## src/rtl/bp_pkt_coalesce.sv

```systemverilog
// Byte-pipe coalescer: gathers upstream bytes and releases them downstream as one burst
// when full, after an idle timeout, or on an explicit flush.
module bp_pkt_coalesce #(
  parameter int unsigned MAX_PKT = 8,
  parameter int unsigned TIMEOUT = 1000
) (
  input  logic                       i_clk,
  input  logic                       i_rst,
  input  logic                       i_cg,
  input  logic                       i_flush,
  input  logic [7:0]                 i_bp_data,
  input  logic                       i_bp_valid,
  output logic                       o_bp_ready,
  output logic [7:0]                 o_bp_data,
  output logic                       o_bp_valid,
  input  logic                       i_bp_ready,
  output logic [$clog2(MAX_PKT):0]   o_nBytes
);

  localparam int unsigned PW = $clog2(MAX_PKT);
  localparam int unsigned CW = PW + 1;
  localparam logic [CW-1:0] FullCnt  = CW'(MAX_PKT);
  localparam logic [CW-1:0] OneCnt   = CW'(1);
  localparam logic [15:0]   IdleLast = 16'(TIMEOUT - 1);

  typedef enum logic [0:0] {StFill, StDrain} state_e;

  state_e          state_q, state_d;
  logic [7:0]      mem_q [MAX_PKT];
  logic [PW-1:0]   wr_ptr_q, wr_ptr_d;
  logic [PW-1:0]   rd_ptr_q, rd_ptr_d;
  logic [CW-1:0]   count_q, count_d;
  logic [15:0]     idle_q, idle_d;
  logic            accept;
  logic            drain_hs;

  always_comb begin
    state_d    = state_q;
    wr_ptr_d   = wr_ptr_q;
    rd_ptr_d   = rd_ptr_q;
    count_d    = count_q;
    idle_d     = idle_q;
    o_bp_ready = 1'b0;
    o_bp_valid = 1'b0;
    o_bp_data  = 8'h00;
    accept     = 1'b0;
    drain_hs   = 1'b0;

    unique case (state_q)
      StFill: begin
        o_bp_ready = i_cg && !i_rst && (count_q < FullCnt);
        accept     = i_bp_valid && o_bp_ready;
        if (accept) begin
          wr_ptr_d = wr_ptr_q + PW'(1);
          count_d  = count_q + OneCnt;
          idle_d   = '0;
        end else if (count_q != '0) begin
          if (idle_q != '1) idle_d = idle_q + 16'd1;
        end else begin
          idle_d = '0;
        end

        if (accept && (count_q == FullCnt - OneCnt)) begin
          state_d = StDrain;
        end else if (!accept && (count_q != '0) && (idle_q == IdleLast)) begin
          state_d = StDrain;
        end else if (i_flush && ((count_q != '0) || accept)) begin
          state_d = StDrain;
        end
      end

      StDrain: begin
        o_bp_valid = i_cg;
        o_bp_data  = mem_q[rd_ptr_q];
        drain_hs   = i_cg && i_bp_ready;
        if (drain_hs) begin
          rd_ptr_d = rd_ptr_q + PW'(1);
          count_d  = count_q - OneCnt;
          if (count_q == OneCnt) begin
            state_d = StFill;
            idle_d  = '0;
          end
        end
      end
    endcase
  end

  // i_cg low holds every register; reset still takes priority.
  always_ff @(posedge i_clk) begin
    if (i_rst) begin
      state_q  <= StFill;
      wr_ptr_q <= '0;
      rd_ptr_q <= '0;
      count_q  <= '0;
      idle_q   <= '0;
    end else if (i_cg) begin
      state_q  <= state_d;
      wr_ptr_q <= wr_ptr_d;
      rd_ptr_q <= rd_ptr_d;
      count_q  <= count_d;
      idle_q   <= idle_d;
    end
  end

  always_ff @(posedge i_clk) begin
    if (accept) mem_q[wr_ptr_q] <= i_bp_data;
  end

  assign o_nBytes = count_q;

endmodule
```

## config.mk

```make
export PLATFORM = sky130hd
export DESIGN_NAME = bp_pkt_coalesce
export DESIGN_NICKNAME = d
export VERILOG_FILES = /design/src/rtl/bp_pkt_coalesce.sv
export SDC_FILE = /design/constraint.sdc
export NUM_CORES = 1
export LEC_CHECK = 0
export ABC_AREA = 1
export BUFFER_PORTS_ARGS = -buffer_cell sky130_fd_sc_hd__buf_2
export CAP_MARGIN = 15
export CORE_MARGIN = 2
export CORE_UTILIZATION = 50
export CTS_BUF_LIST = sky130_fd_sc_hd__clkbuf_16
export CTS_CLUSTER_DIAMETER = 80
export CTS_CLUSTER_SIZE = 28
export DETAILED_ROUTE_END_ITERATION = 7
export GPL_TIMING_DRIVEN = 0
export PLACE_DENSITY = 0.68
export SLEW_MARGIN = 25
export SYNTH_ARGS = -nofsm -noshare
export SYNTH_HDL_FRONTEND = slang
export SYNTH_SLANG_ARGS = --single-unit
```

## constraint.sdc

```tcl
create_clock -name i_clk -period 6.15 [get_ports i_clk]
set_clock_uncertainty 0.05 [all_clocks]
set_input_delay 1.845 -clock i_clk [delete_from_list [all_inputs] [get_ports i_clk]]
set_output_delay 1.845 -clock i_clk [all_outputs]
set_load 0.01 [all_outputs]
```

==> results.cfg <==
[outcome]
status = completed

[timing]
grt_setup_unrepaired = no
slew_headroom_pct = 45.66
setup_viol = 0
hold_viol = 0
worst_pin_slew_ns = 0.8122
slew_viol_final = 0
setup-tns-final_ns = 0
period_share_pct = 71.16
fmax_mhz = 228.5
min_period_ns = 4.376

[worst_setup_path]
slowest_stage = buf_2
cp-startpoint = i_rst
crit_path_start_kind = input pin
path_buf_inv = 3
cp-end-kind = output port
r2r-start = state_q$_SDFFE_PP0P_
critical_path_arrival_ns = 2.48
required_ns = 4.26
cpPeakStageDelay_ns = 0.15
path_cells = buf_2 > inv_2 > nand3_1 > nor2_1 > buf_2
critPathTopFamily = buffers and inverters
cp_max_fo = 6
crit_type = input pin to output port
crit_top_cell = buf_2

[clocking]
cts.sinks = 94
cts_hold_buffers = 0
cts_root_buffer = clkbuf_16
cts_tree = yes
clockBufferDepth = 2
clk_pin_slew_ns = 0.06
h-tree-depth = 3
cts_resized = 0
cts-buffers-inserted = 9
cts_setup_buffers = 0
clk_latency_ns = 0.34

[floorplanning]
fp.dieW_microns = 97.17
rows = 33
core_area_sq_um = 8299
io_pins = 28
initial_core_util_pct = 52.30
die-area_sq_um = 9442
die_y_microns = 97.17

[cells_and_area]
antenna_cells = 0
final_common_cell = nor2_1
nNetsFinal = 534
final_cell_mix = nor2_1, nand2_1, edfxtp_1, o21ai_0, inv_1
syn2layout_area_growth_pct = 13.09
final_cells = 624
layout-drive-gt1-share_pct = 13.29

[routing]
detail_route.wl_per_cell_microns = 15.03
route.detailed.drc = 0
ant_nets = 0
dr_total_vias = 3324
drtPass1Iterations = 4
drt_wl_total_microns = 9376
viasPerCell = 5.327
initialDrtViolationCount = 137

[synthesis]
yosysWarnings = 0
ys_seq_elements = 94
synth_cells = 476
synth-seq-area-share_pct = 58.11
synth_area_sq_um = 4340
syn_area_per_cell_sq_um = 9.119
post_synth_num_cell_types = 32
ys_top_cells_by_area = edfxtp_1, dfxtp_1, nor2_1, nand2_1, o21ai_0
yosysTopAreaCellShare_pct = 44.28
syn_nets = 496
yosys.area.top_type = edfxtp_1

[global_routing]
grt_pass1_wl_microns = 15620
antenna_found_initial = 0
grt_max_degree = 16
grt_pass1_vias = 3268
grt-ovfl-total = 0
grt_usage_pct = 20.93

[worst_hold_path]
worst_hold_startpoint = rd_ptr_q[0]$_SDFFE_PP0P_
hold_class = flop to flop

[place]
dp.final_hpwl_microns = 6475
gp_congestion = 0.9423
dpl.cell_count = 608
io_buffers = 27

[power]
ir_drop_v = 0.0001479
p_int_uw = 1032
p_comb_share_pct = 7.8
p_leak_uw = 0.001871
seqPwrFrac_pct = 51.7
switching_share_pct = 23.06
clkPwrFrac_pct = 40.5
p_sw_uw = 309.1
p_per_area_nw_per_um2 = 273.1

[run]
drv_cap = 0
==> Yosys cell counts (all sizes together) <==
| cell type | number |
|---|---|
| clkbuf | 9 |
| nand4 | 9 |
| edfxtp | 64 |
| a21oi | 17 |
| or2 | 1 |
| o22ai | 8 |
| nor3 | 8 |
| o211ai | 1 |
| dfxtp | 30 |
| and3 | 1 |
| nand2 | 74 |
| xnor2 | 1 |
| inv | 42 |
| a31oi | 8 |
| o21ai | 53 |
| buf | 8 |
| nand3 | 34 |
| nor2 | 102 |
| ha | 6 |
==> stage by stage <==
step / utilization [%] / setup WS (ns) / hold slack [ns] / total power [uW] / instance area (sq um)
floorplan: - / 2.080 / 0.3976 / 775.3 / 4340
global placement: 55.51 / 1.797 / 0.4147 / 807.6 / 4607
detailed placement: 55.63 / 1.777 / 0.4231 / 810.8 / 4617
CTS: 59.14 / 1.766 / 0.4401 / 1345 / 4908
global route: 59.14 / 1.710 / 0.4766 / 1393 / 4908
finish: 59.14 / 1.774 / 0.4364 / 1341 / 4908
==> power groups by stage <==
stage | Combinational, uW | Clock (uW) | Sequential [uW]
finish | 104 | 543 | 694
detailed placement | 104 | 0 | 707
floorplan | 69.7 | 0 | 706
CTS | 104 | 547 | 693
global placement | 101 | 0 | 707
global route | 119 | 580 | 694
==> registers in the layout (all words and copies together) (netlist names), named ones only <==
name and cells:
idle_q 16, mem_q 64, o_nBytes 4, rd_ptr_q 3, state_q 1, wr_ptr_q 3
==> path summary, 6_finish.rpt <==
kind,endpoint,slack [ns],cells after the start
max,o_bp_ready,1.77,5
min reg2reg,flop,0.44,1
min,flop,0.44,1
max reg2reg,mem_q[0][5]$_DFFE_PP_,3.97,6
==> layout make-up <==
| type | count | area, sq um |
|---|---|---|
| Clock buffer | 9 | 225.2 |
| Sequential cell | 94 | 2522 |
| Multi-Input combinational cell | 323 | 1587 |
| Buffer | 17 | 83.83 |
| Clock inverter | 7 | 66.31 |
| Tap cell | 105 | 131.4 |
| Fill cell | 737 | 3391 |
| Timing Repair Buffer | 27 | 135.1 |
| Inverter | 42 | 157.7 |
==> worst reg2reg max path: stages (launching register included) <==
cell and delay (ns):
dfxtp_1 0.34, buf_2 0.20, nor2_1 0.16, nand2_1 0.17, inv_1 0.11, nand2_1 0.13
nor2_1 0.65
==> cell families (layout without fill, tap and decap cells) <==
group | after synthesis | count (layout) | synth area share, %
AOI/OAI and AO/OA | 87 | 87 | 10.64
xor gates and xnor gates | 1 | 1 | 0.2018
adders and majority gates | 6 | 6 | 1.730
buffers and inverters | 59 | 102 | 5.563
DFF | 94 | 94 | 58.11
and+or+nand+nor | 229 | 229 | 23.75
==> layer usage <==
layer / GRT usage, % / part of all wire (%) / up-vias
met5: 0 / 0 / -
met4: 7.584 / 1.5 / 0
met3: 3.813 / 4.3 / 14
met2: 36.91 / 50 / 71
met1: 25.66 / 44 / 1540
li1: - / - / 1699
(Power assumes the default switching activity.)
